<file path="src/rtl/truth_table_sequencer_pkg.sv">
// Shared types and helpers for the truth-table sequencer: FSM encoding and
// table-width derivation.
package truth_table_sequencer_pkg;

    typedef enum logic [1:0] {
        ST_IDLE   = 2'd0,
        ST_SETTLE = 2'd1,
        ST_SAMPLE = 2'd2,
        ST_DONE   = 2'd3
    } state_t;

    localparam int NUM_IN_DEFAULT = 4;
    localparam int SETTLE_DEFAULT = 2;
    // Wide enough for the largest legal settle time (15).
    localparam int SETTLE_CNT_W   = 4;

    function automatic int tw_of(input int num_in);
        return 1 << num_in;
    endfunction

endpackage

</file>
<file path="src/rtl/truth_table_sequencer_if.sv">
// Control, status and unit-under-test signals of the truth-table sequencer.
interface truth_table_sequencer_if
    import truth_table_sequencer_pkg::*;
#(
    parameter int NUM_IN = NUM_IN_DEFAULT
) ();

    localparam int TW = tw_of(NUM_IN);

    // start is a level request taken on any cycle the sequencer sits in IDLE;
    // busy=1 means requests are ignored, done is a single-cycle completion pulse.
    logic              start;
    logic              abort;
    logic [TW-1:0]     expected;
    logic              dut_o;
    logic [NUM_IN-1:0] dut_in;
    logic              busy;
    logic              done;
    logic              pass;
    logic [TW-1:0]     truth_table;
    logic [NUM_IN:0]   err_count;
    logic [NUM_IN-1:0] first_err;
    logic              err_valid;
    state_t            state;

    modport slave (
        input  start, abort, expected, dut_o,
        output dut_in, busy, done, pass, truth_table, err_count, first_err,
               err_valid, state
    );

    modport master (
        output start, abort, expected, dut_o,
        input  dut_in, busy, done, pass, truth_table, err_count, first_err,
               err_valid, state
    );

endinterface

</file>
<file path="src/rtl/truth_table_sequencer_settle_timer.sv">
// Settle counter: cleared by load, advanced by en, flags the last settle cycle.
module settle_timer
    import truth_table_sequencer_pkg::*;
#(
    parameter int SETTLE = SETTLE_DEFAULT
) (
    input  logic clk,
    input  logic rst_n,
    input  logic load,
    input  logic en,
    output logic tc
);

    logic [SETTLE_CNT_W-1:0] cnt;

    always_ff @(posedge clk or negedge rst_n) begin
        if (!rst_n) begin
            cnt <= '0;
        end else if (load) begin
            cnt <= '0;
        end else if (en) begin
            cnt <= cnt + SETTLE_CNT_W'(1);
        end
    end

    assign tc = (cnt == SETTLE_CNT_W'(SETTLE - 1));

endmodule

</file>
<file path="src/rtl/truth_table_sequencer.sv">
// Sweeps every input vector of a small combinational unit, captures its truth
// table and compares it against an expected table latched at start.
module truth_table_sequencer
    import truth_table_sequencer_pkg::*;
#(
    parameter int NUM_IN = NUM_IN_DEFAULT,
    parameter int SETTLE = SETTLE_DEFAULT
) (
    input  logic                   clk,
    input  logic                   rst_n,
    truth_table_sequencer_if.slave bus
);

    localparam int TW = tw_of(NUM_IN);
    localparam int CW = NUM_IN + 1;

    state_t            state, state_next;
    logic [NUM_IN-1:0] idx;
    logic [NUM_IN-1:0] dut_in_r;
    logic [TW-1:0]     exp_latch;
    logic [TW-1:0]     table_r;
    logic [CW-1:0]     err_count_r;
    logic [NUM_IN-1:0] first_err_r;
    logic              err_valid_r;
    logic              busy_r;
    logic              done_r;
    logic              pass_r;

    logic timer_load;
    logic timer_en;
    logic settle_tc;
    logic last;
    logic mismatch;

    assign last     = (idx == NUM_IN'(TW - 1));
    assign mismatch = (bus.dut_o != exp_latch[idx]);

    settle_timer #(.SETTLE(SETTLE)) u_settle_timer (
        .clk   (clk),
        .rst_n (rst_n),
        .load  (timer_load),
        .en    (timer_en),
        .tc    (settle_tc)
    );

    always_ff @(posedge clk or negedge rst_n) begin
        if (!rst_n) begin
            state <= ST_IDLE;
        end else begin
            state <= state_next;
        end
    end

    always_comb begin
        state_next = state;
        timer_load = 1'b0;
        timer_en   = 1'b0;
        case (state)
            ST_IDLE: begin
                if (bus.start) begin
                    state_next = ST_SETTLE;
                    timer_load = 1'b1;
                end
            end
            ST_SETTLE: begin
                if (bus.abort) begin
                    state_next = ST_IDLE;
                end else if (settle_tc) begin
                    state_next = ST_SAMPLE;
                end else begin
                    timer_en = 1'b1;
                end
            end
            ST_SAMPLE: begin
                if (bus.abort) begin
                    state_next = ST_IDLE;
                end else if (last) begin
                    state_next = ST_DONE;
                end else begin
                    state_next = ST_SETTLE;
                    timer_load = 1'b1;
                end
            end
            ST_DONE: begin
                state_next = ST_IDLE;
            end
            default: begin
                state_next = ST_IDLE;
            end
        endcase
    end

    // Results stay frozen outside a sweep so software can read them after done
    // or after an abort; only dut_in and the status flags react to abort.
    always_ff @(posedge clk or negedge rst_n) begin
        if (!rst_n) begin
            idx         <= '0;
            dut_in_r    <= '0;
            exp_latch   <= '0;
            table_r     <= '0;
            err_count_r <= '0;
            first_err_r <= '0;
            err_valid_r <= 1'b0;
            busy_r      <= 1'b0;
            done_r      <= 1'b0;
            pass_r      <= 1'b0;
        end else begin
            done_r <= 1'b0;
            case (state)
                ST_IDLE: begin
                    if (bus.start) begin
                        exp_latch   <= bus.expected;
                        table_r     <= '0;
                        err_count_r <= '0;
                        first_err_r <= '0;
                        err_valid_r <= 1'b0;
                        pass_r      <= 1'b0;
                        idx         <= '0;
                        dut_in_r    <= '0;
                        busy_r      <= 1'b1;
                    end
                end
                ST_SETTLE: begin
                    if (bus.abort) begin
                        busy_r   <= 1'b0;
                        pass_r   <= 1'b0;
                        dut_in_r <= '0;
                    end
                end
                ST_SAMPLE: begin
                    if (bus.abort) begin
                        busy_r   <= 1'b0;
                        pass_r   <= 1'b0;
                        dut_in_r <= '0;
                    end else begin
                        table_r[idx] <= bus.dut_o;
                        if (mismatch) begin
                            err_count_r <= err_count_r + CW'(1);
                            if (!err_valid_r) begin
                                first_err_r <= idx;
                                err_valid_r <= 1'b1;
                            end
                        end
                        if (!last) begin
                            idx      <= idx + NUM_IN'(1);
                            dut_in_r <= idx + NUM_IN'(1);
                        end
                    end
                end
                ST_DONE: begin
                    busy_r <= 1'b0;
                    if (bus.abort) begin
                        pass_r   <= 1'b0;
                        dut_in_r <= '0;
                    end else begin
                        done_r <= 1'b1;
                        pass_r <= (err_count_r == '0);
                    end
                end
                default: begin
                    busy_r <= 1'b0;
                end
            endcase
        end
    end

    assign bus.dut_in      = dut_in_r;
    assign bus.busy        = busy_r;
    assign bus.done        = done_r;
    assign bus.pass        = pass_r;
    assign bus.truth_table = table_r;
    assign bus.err_count   = err_count_r;
    assign bus.first_err   = first_err_r;
    assign bus.err_valid   = err_valid_r;
    assign bus.state       = state;

endmodule

</file>
<file path="src/flat_wrapper.sv">
// flat-port wrapper written by rule: the top's interface ports become plain ports
module truth_table_sequencer_flat import truth_table_sequencer_pkg::*;
#(
    parameter int NUM_IN = NUM_IN_DEFAULT,
    parameter int SETTLE = SETTLE_DEFAULT
)
  (clk, rst_n, bus_start, bus_abort, bus_expected, bus_dut_o, bus_dut_in, bus_busy, bus_done, bus_pass, bus_truth_table, bus_err_count, bus_first_err, bus_err_valid, bus_state);
  truth_table_sequencer_if #(.NUM_IN(NUM_IN)) bus_i ();
  input  logic clk;
  input  logic rst_n;
  input wire logic [$bits(bus_i.start)-1:0] bus_start;
  input wire logic [$bits(bus_i.abort)-1:0] bus_abort;
  input wire logic [$bits(bus_i.expected)-1:0] bus_expected;
  input wire logic [$bits(bus_i.dut_o)-1:0] bus_dut_o;
  output wire logic [$bits(bus_i.dut_in)-1:0] bus_dut_in;
  output wire logic [$bits(bus_i.busy)-1:0] bus_busy;
  output wire logic [$bits(bus_i.done)-1:0] bus_done;
  output wire logic [$bits(bus_i.pass)-1:0] bus_pass;
  output wire logic [$bits(bus_i.truth_table)-1:0] bus_truth_table;
  output wire logic [$bits(bus_i.err_count)-1:0] bus_err_count;
  output wire logic [$bits(bus_i.first_err)-1:0] bus_first_err;
  output wire logic [$bits(bus_i.err_valid)-1:0] bus_err_valid;
  output wire logic [$bits(bus_i.state)-1:0] bus_state;
  assign bus_i.start = bus_start;
  assign bus_i.abort = bus_abort;
  assign bus_i.expected = bus_expected;
  assign bus_i.dut_o = bus_dut_o;
  assign bus_dut_in = bus_i.dut_in;
  assign bus_busy = bus_i.busy;
  assign bus_done = bus_i.done;
  assign bus_pass = bus_i.pass;
  assign bus_truth_table = bus_i.truth_table;
  assign bus_err_count = bus_i.err_count;
  assign bus_first_err = bus_i.first_err;
  assign bus_err_valid = bus_i.err_valid;
  assign bus_state = bus_i.state;
  truth_table_sequencer #(.NUM_IN(NUM_IN), .SETTLE(SETTLE)) u_core (.clk(clk), .rst_n(rst_n), .bus(bus_i));
endmodule
</file>
<file path="config.mk">
export PLATFORM = sky130hd
export DESIGN_NAME = truth_table_sequencer_flat
export DESIGN_NICKNAME = d
export VERILOG_FILES = /design/src/rtl/truth_table_sequencer_pkg.sv /design/src/rtl/truth_table_sequencer_if.sv /design/src/rtl/truth_table_sequencer_settle_timer.sv /design/src/rtl/truth_table_sequencer.sv /design/src/flat_wrapper.sv
export SDC_FILE = /design/constraint.sdc
export NUM_CORES = 1
export LEC_CHECK = 0
export ABC_AREA = 1
export BUFFER_PORTS_ARGS = -buffer_cell sky130_fd_sc_hd__buf_2
export CAP_MARGIN = 25
export CORE_MARGIN = 5
export CORE_UTILIZATION = 50
export DETAILED_ROUTE_END_ITERATION = 6
export PLACE_DENSITY = 0.73
export SYNTH_ARGS = -nofsm -noshare
export SYNTH_HDL_FRONTEND = slang
export SYNTH_SLANG_ARGS = --single-unit
</file>
<file path="constraint.sdc">
create_clock -name clk -period 2 [get_ports clk]
set_clock_uncertainty 0.05 [all_clocks]
set_input_delay 0.2 -clock clk [delete_from_list [all_inputs] [get_ports clk]]
set_output_delay 0.2 -clock clk [all_outputs]
set_load 0.05 [all_outputs]
</file>
==> impl_results.md, run 1 <==
* R2r endpoint: u_core.idx[0]
* Seq pwr share at 0.355
* Max_slew headroom at 0.753
* DP HPWL at 4980 µm
* Combinational share of power at 0.421
* Pwr Density at 1230 nW/µm²
* Worst Reg-to-Reg Cells at 9
* Antenna fix cells at 0
* Yosys reg bits at 59
* Hold Slack at 29.0 ps
* CTS tree: done
* Post-Syn Nets at 398
* Clock Latency Late Sink at 330 ps
* Die footprint at 7840 µm²
* Net Sw Frac at 0.421
* RePlAce Congestion at 0.813
* Pin count of the biggest net entering global routing at 33
* Clk pin slew, worst setup/hold paths at 60 ps
* Final-report hold violation count at 0
* Post-Route WL at 6790 µm
* M1 wire length at 2970 µm
* First-pass GRT wire length at 11,500 µm
* Total of warnings raised by yosys at 0
* Min Clock Period, post-route at 1870 ps
* Vias in the first global route at 2,607
* Uppermost layer routed: met4
* Post-Syn Instances at 364
* Routed WL per cell at 13.4 µm
* Commonest cells after routing, fill and taps aside: 90 x nand2_1, 57 x dfrtp_1, 55 x buf_2, 51 x inv_1, 22 x o21ai_0
* Unrepaired setup endpoints after global routing: false
* Starting DRC count in detailed routing at 150
* Crit path kind: reg -> reg
* GR Util All Layers at 0.189
* Layout cells sized above 1 at 0.271
* Mean Syn Cell Area at 8.48 µm²
* Seq/Total Area, Yosys at 0.479
* Worst R2R Start: u_core.bus.state[0]
* Row Count at 28
* Clock share of power at 0.224
* Commonest non-fill, non-tap cell in the layout: nand2_1
* Grt ovf at 0
* Maximum buffer depth of the clock tree at 2
* Critical path peak fanout at 16
* IO Count at 56
* Switch Pwr at 1.89 mW
* Netlist cell types at 31
* Peak Freq at 534 MHz
* Total number of vias at 2,596
* H-tree levels at 3
* Max Slew Vio Count at 0
* Setup crit start kind: register
* Hold WC Path Type: in -> reg
* Status: finished clean
* Setup crit end: u_core.idx[0]
* Worst slack, placed at 44.2 ps
* Total power at 4.48 mW
* Cell Area, Synth at 3090 µm²
* WL met2 at 3380 µm
* R2R Setup Slk at 130 ps
* Setup TNS at 0 ps
* Max_cap viols at 0
* DRT antenna net count at 0
* Nets at 462
* Initial antenna violation count at 0
* P_int at 2.59 mW
* Clock root buffer: clkbuf_8
* CTS Sinks at 59
* CTS Buf Count at 9
* Core Box Area at 5960 µm²
* WL met3 at 342 µm
* Via density at 5.12
* Final Setup Violations at 0
* Die Width at 88.6 µm
* Placed cell area at 3440 µm²
* CP required at 2150 ps
* Tcrit/Tclk final at 0.937
* Post-CTS Repair Setup Buffers at 0
* Peak supply drop at 0.000980 V
* DR pass1 iterations at 4
* Final Instance Area at 3640 µm²
* Worst Setup SP: u_core.bus.state[0]
* Final Worst Setup Slack at 126 ps
* Least-Margin Pin Slew at 370 ps
* Residual DRC count at 0
* Initial Util at 0.518
* PortBufs at 55
* Static Leakage at 1.88 nW
* WHS Path Cells at 3
* Area growth, synth to finish at 18.0%
* Critical path arrival at 2030 ps
* CP Capture Type: register
* Die Y at 88.6 µm
-- how the worst min path moves through the flow --
stage	endpoint	slack, ps	start
floorplan	u_core.bus.busy	-150	rst_n
global placement	u_core.exp_latch[8]	90	rst_n
detailed placement	u_core.exp_latch[9]	80	rst_n
CTS	u_core.exp_latch[12]	20	bus_expected[12]
global route	u_core.exp_latch[13]	30	bus_expected[13]
finish	u_core.exp_latch[4]	30	bus_expected[4]
-- flip-flops by register name, summed over array words and instances, names as in the netlist --
register / cells
u_core.bus.truth_table: 16
u_core.exp_latch: 16
u_core.bus.err_count: 5
u_core.bus.dut_in: 4
u_core.bus.first_err: 4
u_core.idx: 4
u_core.u_settle_timer.cnt: 4
u_core.bus.state: 2
u_core.bus.busy: 1
u_core.bus.done: 1
u_core.bus.err_valid: 1
u_core.bus.pass: 1
-- cell type report --
class / instances / area (µm²)
clock buffers: 12 / 135
inverters: 60 / 228
flip-flops and latches: 59 / 1480
fillers: 565 / 2320
well taps: 75 / 93.8
repair buffers: 64 / 345
multi-input cells: 234 / 1320
clock inverters: 3 / 40.0
-- cell usage after synthesis (all sizes together) --
| cell type | n | area [µm²] |
|---|---|---|
| xor2 | 3 | 26.3 |
| nand2 | 98 | 393 |
| nand4 | 5 | 31.3 |
| ha | 13 | 163 |
| nor2 | 16 | 87.6 |
| o22ai | 18 | 113 |
| mux2 | 1 | 11.3 |
| clkbuf | 5 | 18.8 |
| dfrtp | 59 | 1480 |
| a22oi | 2 | 15.0 |
| inv | 60 | 225 |
| o31ai | 3 | 22.5 |
| nand3 | 19 | 108 |
| o21bai | 1 | 11.3 |
| nor4 | 1 | 6.26 |
| xnor2 | 2 | 17.5 |
| a21oi | 21 | 120 |
| o21ai | 31 | 178 |
| buf | 6 | 62.6 |
-- kinds of logic after synthesis --
group,synth area share
compound gates,0.149
xor+xnor,0.0142
fa+ha+maj,0.0527
buf+inv,0.0993
flops,0.479
mux,0.00365
simple gates,0.203
-- power groups by stage --
stage / Clock, mW / Sequential, mW / Combinational (mW)
after floorplan: 0 / 1.82 / 1.33
after global placement: 0 / 1.60 / 1.81
after detailed placement: 0 / 1.61 / 1.87
after CTS: 1.02 / 1.59 / 1.88
after global routing: 1.08 / 1.62 / 2.11
final: 1.00 / 1.59 / 1.89
-- per-stage QoR --
step | utilization | std cells
final | 0.611 | 507
after global placement | 0.578 | 491
after global routing | 0.611 | 507
after CTS | 0.609 | 507
after detailed placement | 0.578 | 491
after floorplan | - | 364
-- layer usage --
| metal | up-vias | GRT usage |
|---|---|---|
| met4 | 0 | 0.0714 |
| met5 | - | 0 |
| met3 | 10 | 0.0298 |
| li1 | 1296 | - |
| met2 | 70 | 0.319 |
| met1 | 1220 | 0.244 |
-- repair_timing --
item / CTS / global route
hold buffers: 1 / 0
resized for setup: 0 / 5
setup endpoints to repair: 0 / 23
hold endpoints to repair: 15 / 0
-- worst max-delay path: stages (launching register included) --
cell	delay, ps
dfrtp_2	430
inv_2	90
ha_1	180
inv_2	80
nor2_4	180
a21oi_2	70
nor2_4	240
inv_4	140
a21oi_2	190
o21ai_0	100
No activity file was read; power rests on OpenSTA's default activity.
==> inputs of run 2 (changes only) <==
--- a/config.mk
+++ b/config.mk
@@ -8,10 +8,12 @@
 export ABC_AREA = 1
 export BUFFER_PORTS_ARGS = -buffer_cell sky130_fd_sc_hd__buf_2
 export CAP_MARGIN = 25
+export CELL_PAD_IN_SITES_DETAIL_PLACEMENT = 0
+export CELL_PAD_IN_SITES_GLOBAL_PLACEMENT = 1
 export CORE_MARGIN = 5
-export CORE_UTILIZATION = 50
+export CORE_UTILIZATION = 41
 export DETAILED_ROUTE_END_ITERATION = 6
-export PLACE_DENSITY = 0.73
+export PLACE_DENSITY_LB_ADDON = 0.1
 export SYNTH_ARGS = -nofsm -noshare
 export SYNTH_HDL_FRONTEND = slang
 export SYNTH_SLANG_ARGS = --single-unit
==> run 2 against run 1 <==
  * Die area increased by 19%
  * Critical path depth decreased by 1
  * Global-route usage decreased by 3.2 points
  * Sequential cell count stayed put
  * First-iteration DRC count fell by 35%
  * Final cell count up 6.1%
  * Clock power down 7%
  * Critical path type unchanged
==> impl_results.md, run 2 (synthesis results as in run 1) <==
* Critical path peak fanout at 16 (unchanged)
* Clock root buffer: clkbuf_8
* Seq pwr share at 0.358 (+0.003)
* CTS Buf Count at 9 (unchanged)
* Core Box Area at 7290 µm² (+22%)
* CTS tree: done
* Critical path arrival at 1970 ps (-60 ps)
* Net Sw Frac at 0.427 (+0.00542)
* Antenna fix cells at 0 (unchanged)
* Final Instance Area at 3700 µm² (+1.7%)
* Max Slew Vio Count at 0 (unchanged)
* Vias in the first global route at 2,494 (-4.3%)
* CTS Sinks at 59 (unchanged)
* H-tree levels at 3 (unchanged)
* Sequential cell area at 1480 µm² (unchanged)
* Pwr Density at 1200 nW/µm² (-2.8%)
* Final-report hold violation count at 0 (unchanged)
* DP HPWL at 4990 µm (+0.19%)
* Top cell family by delay on the critical path: simple AND/OR/NAND/NOR gates
* Clock share of power at 0.211 (-0.013)
* CP max stage delay at 430 ps (about the same)
* Switch Pwr at 1.89 mW (+0.12%)
* Max_slew headroom at 0.607 (-0.146)
* Initial Util at 0.423 (-0.0949)
* IO Count at 56 (unchanged)
* Residual DRC count at 0 (unchanged)
* First-pass GRT wire length at 12,100 µm (+4.6%)
* Pin count of the biggest net entering global routing at 33 (unchanged)
* Placed cell area at 3520 µm² (+2.4%)
* Grt ovf at 0 (unchanged)
* Status: finished clean
* Die footprint at 9360 µm² (+19%)
* Nets at 469 (+1.5%)
* Peak Freq at 566 MHz (+6.2%)
* Fillers at 748 (+32%)
* Tcrit/Tclk final at 0.883 (-0.0545)
* Die Y at 96.8 µm (+9.3%)
* Die Width at 96.8 µm (+9.3%)
* Least-Margin Pin Slew at 589 ps (+219 ps)
* Area of the multi-input gates at 1310 µm² (-0.38%)
* GR Util All Layers at 0.156 (-0.0323)
* Static Leakage at 1.90 nW (+1.3%)
* CP max-delay cell: dfrtp_2
* Starting DRC count in detailed routing at 97 (-35%)
* Commonest cells after routing, fill and taps aside: 90 x nand2_1, 57 x dfrtp_1, 55 x buf_2, 51 x inv_1, 22 x o21ai_0
* Initial antenna violation count at 0 (unchanged)
* Crit path kind: reg -> reg
* P_int at 2.54 mW (-2.1%)
* Routed WL per cell at 12.9 µm (-3.3%)
* Clock Latency Late Sink at 330 ps (about the same)
* RePlAce Congestion at 0.798 (-1.8%)
* CP Capture Type: register
* Commonest non-fill, non-tap cell in the layout: nand2_1
* Clk pin slew, worst setup/hold paths at 70 ps (about the same)
* Unrepaired setup endpoints after global routing: false
* Combinational share of power at 0.431 (+0.010)
* Maximum buffer depth of the clock tree at 2 (unchanged)
* PortBufs at 55 (unchanged)
* Hold WC Path Type: in -> reg
* Final Setup Violations at 0 (unchanged)
* Setup TNS at 0 ps (unchanged)
* Setup crit start kind: register
* Area growth, synth to finish at 19.9%
* Via density at 4.72 (-7.8%)
* Total number of vias at 2,541 (-2.1%)
* Buf+Inv Stages, Crit Path at 3 (unchanged)
* Crit-path cells: inv_2 -> ha_1 -> inv_2 -> nor2_4 -> inv_2 -> nor2_2 -> nand2_4 -> o22ai_1
* DR pass1 iterations at 5 (+1)
* DRT antenna net count at 0 (unchanged)
* Max_cap viols at 0 (unchanged)
* Hold Slack at 25.1 ps (-3.88 ps)
* Layout cells sized above 1 at 0.282 (+0.0116)
* Min Clock Period, post-route at 1770 ps (-109 ps)
* CP most frequent cell: inv_2
* Row Count at 31 (+11%)
* CP required at 2200 ps (+50 ps)
* Peak supply drop at 0.000618 V (-37%)
* Post-Route WL at 6960 µm (+2.6%)
[run 2: changes by cell type in the layout (fill, tap and decap cells not counted), sizes merged]
cell    previous run  this run
buf               63        70
clkinv             2         3
bufinv             1         0
[run 2: per-stage QoR]
| stage | worst slack (ps) | util | std cells | power (mW) |
|---|---|---|---|---|
| after floorplan | 12.6 | - | 364 | 3.15 |
| final | 235 | 0.507 | 538 | 4.43 |
| after global routing | 29.9 | 0.507 | 538 | 4.80 |
| after CTS | 112 | 0.506 | 538 | 4.49 |
| after global placement | 146 | 0.483 | 522 | 3.52 |
| after detailed placement | 117 | 0.483 | 522 | 3.53 |
[run 2: final timing paths]
kind / startpoint / endpoint / slack [ps] / cells after the start
setup / recovery: u_core.bus.state[0] / u_core.bus.truth_table[11] / 230 / 8
hold reg to reg: u_core.u_settle_timer.cnt[3] / u_core.u_settle_timer.cnt[3] / 410 / 1
hold / removal: bus_expected[14] / u_core.exp_latch[14] / 30 / 3
min in group asynchronous: rst_n / u_core.exp_latch[10] / 350 / 2
setup reg to reg: u_core.bus.state[0] / u_core.bus.truth_table[11] / 230 / 8
max in group asynchronous: rst_n / u_core.bus.truth_table[9] / 870 / 3
[run 2: final cells by class]
class / instances / share of cell area
Inverter: 60 / 0.0609
Clock inverter: 3 / 0.00406
Clock buffer: 12 / 0.0392
Timing Repair Buffer: 71 / 0.108
Multi-Input combinational cell: 234 / 0.355
Tap cell: 99 / 0.0335
Sequential cell: 59 / 0.400
[run 2: repair_timing]
item	4_1_cts	5_1_grt
hold endpoints to repair	23	0
setup buffers	0	0
hold buffers	1	0
setup endpoints to repair	0	4
gates resized for setup	0	2
[run 2: routing by layer]
metal  routed length, µm  part of all wire  track usage
met4                  82             0.012       0.0518
met2                3200              0.46        0.246
met5                   0                 0            0
met1                3340              0.48        0.207
met3                 337             0.048       0.0453
[run 2: worst reg2reg max path, cell delays in order (launching register included)]
cell and delay [ps]:
dfrtp_2 430, inv_2 90, ha_1 180, inv_2 70
nor2_4 170, inv_2 90, nor2_2 210, nand2_4 180
o22ai_1 210
[run 2: power by group through the flow]
stage / clock network [mW] / logic [mW] / registers [mW]
final: 0.934 / 1.91 / 1.59
after global routing: 1.02 / 2.17 / 1.61
after CTS: 0.964 / 1.94 / 1.59
after detailed placement: 0 / 1.92 / 1.61
after global placement: 0 / 1.92 / 1.60
after floorplan: 0 / 1.33 / 1.82
==> inputs of run 3 (changes only) <==
--- a/config.mk
+++ b/config.mk
@@ -10,10 +10,11 @@
 export CAP_MARGIN = 25
 export CELL_PAD_IN_SITES_DETAIL_PLACEMENT = 0
 export CELL_PAD_IN_SITES_GLOBAL_PLACEMENT = 1
-export CORE_MARGIN = 5
+export CORE_MARGIN = 1.5
 export CORE_UTILIZATION = 41
 export DETAILED_ROUTE_END_ITERATION = 6
 export PLACE_DENSITY_LB_ADDON = 0.1
+export RECOVER_POWER = 100
 export SYNTH_ARGS = -nofsm -noshare
 export SYNTH_HDL_FRONTEND = slang
 export SYNTH_SLANG_ARGS = --single-unit
==> run 3 against run 2 <==
  * Count of clock-buffer cells in the layout rose by 1
  * Final area fell by 0.88%
  * Power rose by 0.98%
  * Via count rose by 0.31%
  * Largest cell class unchanged
  * Core utilization fell by 0.18 points
  * Clock power rose by 7.0%
  * Register-to-register slack got worse by 80 ps
  * Fmax fell by 4.2%
==> impl_results.md, run 3 (synthesis results as in run 1) <==
* Net Sw Frac at 0.425 (-0.00200)
* PortBufs at 55 (unchanged)
* Antenna fix cells at 0 (unchanged)
* Grt ovf at 0 (unchanged)
* Tcrit/Tclk final at 0.922 (+0.0391)
* Die footprint at 8060 µm² (-14%)
* Setup crit start kind: register
* Nets at 467 (-0.43%)
* Area growth, synth to finish at 18.9%
* Placed Instances at 520 (-0.38%)
* Commonest non-fill, non-tap cell in the layout: nand2_1
* Total number of vias at 2,549 (+0.31%)
* Pin count of the biggest net entering global routing at 40 (+21%)
* IO Count at 56 (unchanged)
* DP HPWL at 4930 µm (-1.1%)
* Die Width at 89.8 µm (-7.2%)
* CTS Sinks at 59 (unchanged)
* Pwr Density at 1220 nW/µm² (+1.9%)
* DRT antenna net count at 0 (unchanged)
* Switch Pwr at 1.90 mW (+0.51%)
* P_int at 2.57 mW (+1.3%)
* Die Y at 89.8 µm (-7.2%)
* Final Worst Setup Slack at 156 ps (-78.3 ps)
* Core Box Area at 7250 µm² (-0.53%)
* Worst slack, placed at -4.14 ps (-121 ps)
* Final Setup Violations at 0 (unchanged)
* Hold WC Path Type: in -> reg
* Row Count at 31 (unchanged)
* Seq pwr share at 0.355 (-0.003)
* Post-CTS Repair Setup Buffers at 0 (unchanged)
* Via density at 4.76 (+0.69%)
* Post-Route WL at 6910 µm (-0.80%)
* Vias in the first global route at 2,572 (+3.1%)
* Final-report hold violation count at 0 (unchanged)
* Maximum buffer depth of the clock tree at 2 (unchanged)
* Critical path arrival at 2000 ps (+30 ps)
* Residual DRC count at 0 (unchanged)
* GR Util All Layers at 0.189 (+0.0323)
* Max_cap viols at 0 (unchanged)
* Max_slew headroom at 0.234 (-0.373)
* Combinational share of power at 0.422 (-0.009)
* Critical path peak fanout at 16 (unchanged)
* CTS tree: done
* Clock Latency Late Sink at 330 ps (about the same)
* Static Leakage at 1.75 nW (-8.2%)
* Least-Margin Pin Slew at 1150 ps (+559 ps)
* Crit path kind: reg -> reg
* H-tree levels at 3 (unchanged)
* Hold Slack at 17.4 ps (-7.74 ps)
* CP required at 2150 ps (-50 ps)
* RePlAce Congestion at 0.785 (-1.6%)
* CP Capture Type: register
* Clk pin slew, worst setup/hold paths at 70 ps (about the same)
* Layout cells sized above 1 at 0.199 (-0.0834)
* Commonest cells after routing, fill and taps aside: 90 x nand2_1, 57 x dfrtp_1, 51 x inv_1, 38 x clkbuf_1, 23 x o21ai_0
* First-pass GRT wire length at 12,200 µm (+1.0%)
* Status: finished clean
* CTS Buf Count at 9 (unchanged)
* Total power at 4.47 mW (+0.98%)
* Initial Util at 0.425 (+0.00226)
* Clock root buffer: clkbuf_8
* Starting DRC count in detailed routing at 93 (-4.1%)
* Clock share of power at 0.223 (+0.012)
* Initial antenna violation count at 0 (unchanged)
* Min Clock Period, post-route at 1840 ps (+78.3 ps)
* Peak supply drop at 0.000712 V (+15%)
* Peak Freq at 542 MHz (-4.2%)
* Max Slew Vio Count at 0 (unchanged)
* Routed WL per cell at 12.9 µm (-0.43%)
* Non-Filler Instances at 536 (-0.37%)
* DR pass1 iterations at 4 (-1)
==> run 3: path summary, 6_finish.rpt <==
kind | startpoint | to | slack (ps) | cells past startpoint
max | u_core.bus.state[0] | u_core.idx[1] | 160 | 9
min | bus_expected[8] | u_core.exp_latch[8] | 20 | 3
max reg2reg | u_core.bus.state[0] | u_core.idx[1] | 160 | 9
min reg2reg | u_core.u_settle_timer.cnt[3] | u_core.u_settle_timer.cnt[3] | 410 | 1
max in group asynchronous | rst_n | u_core.bus.state[1] | 530 | 3
min in group asynchronous | rst_n | u_core.exp_latch[10] | 560 | 2
==> run 3: cell type report <==
class                      count  area (µm²)
multi-input combinational    234        1310
sequential                    59        1480
tap                           99         124
timing repair buffer          69         344
fill                         775        3590
clock buffer                  13         169
clock inverter                 2        10.0
inverter                      60         228
==> run 3: power groups by stage <==
stage	logic, mW	registers (mW)	clock network, mW
2_1_floorplan	1.33	1.82	0
6_report	1.89	1.59	0.999
3_5_place_dp	1.91	1.61	0
3_3_place_gp	1.89	1.60	0
4_1_cts	1.93	1.59	1.03
5_1_grt	2.13	1.62	1.08
==> run 3: critical path: stages (launching register included) <==
cell,delay (ps)
dfrtp_2,430
inv_2,90
ha_1,200
inv_2,60
nor2_4,170
a21oi_2,70
nor2_4,220
inv_4,140
a21oi_2,180
o21ai_0,110
==> run 3: metal layers <==
metal	track usage	up-vias	part of all wire
met3	0.0355	12	0.037
li1	-	1313	-
met5	0	-	0
met2	0.309	48	0.46
met4	0.0780	0	0.017
met1	0.246	1176	0.48
==> run 3: per-stage QoR <==
stage / setup TNS [ps] / util / area [µm²]
6_report: 0 / 0.506 / 3670
3_3_place_gp: 0 / 0.485 / 3520
4_1_cts: 0 / 0.512 / 3710
2_1_floorplan: 0 / - / 3100
5_1_grt: -6.15 / 0.506 / 3670
3_5_place_dp: -4.14 / 0.485 / 3520
==> run 3: what timing repair did <==
action | 4_1_cts | 5_1_grt
cloned | 0 | 0
hold buffers | 1 | 0
pin swaps | 0 | 1
hold endpoints to repair | 20 | 0
gates resized for setup | 1 | 3
endpoints found under the setup margin | 1 | 5
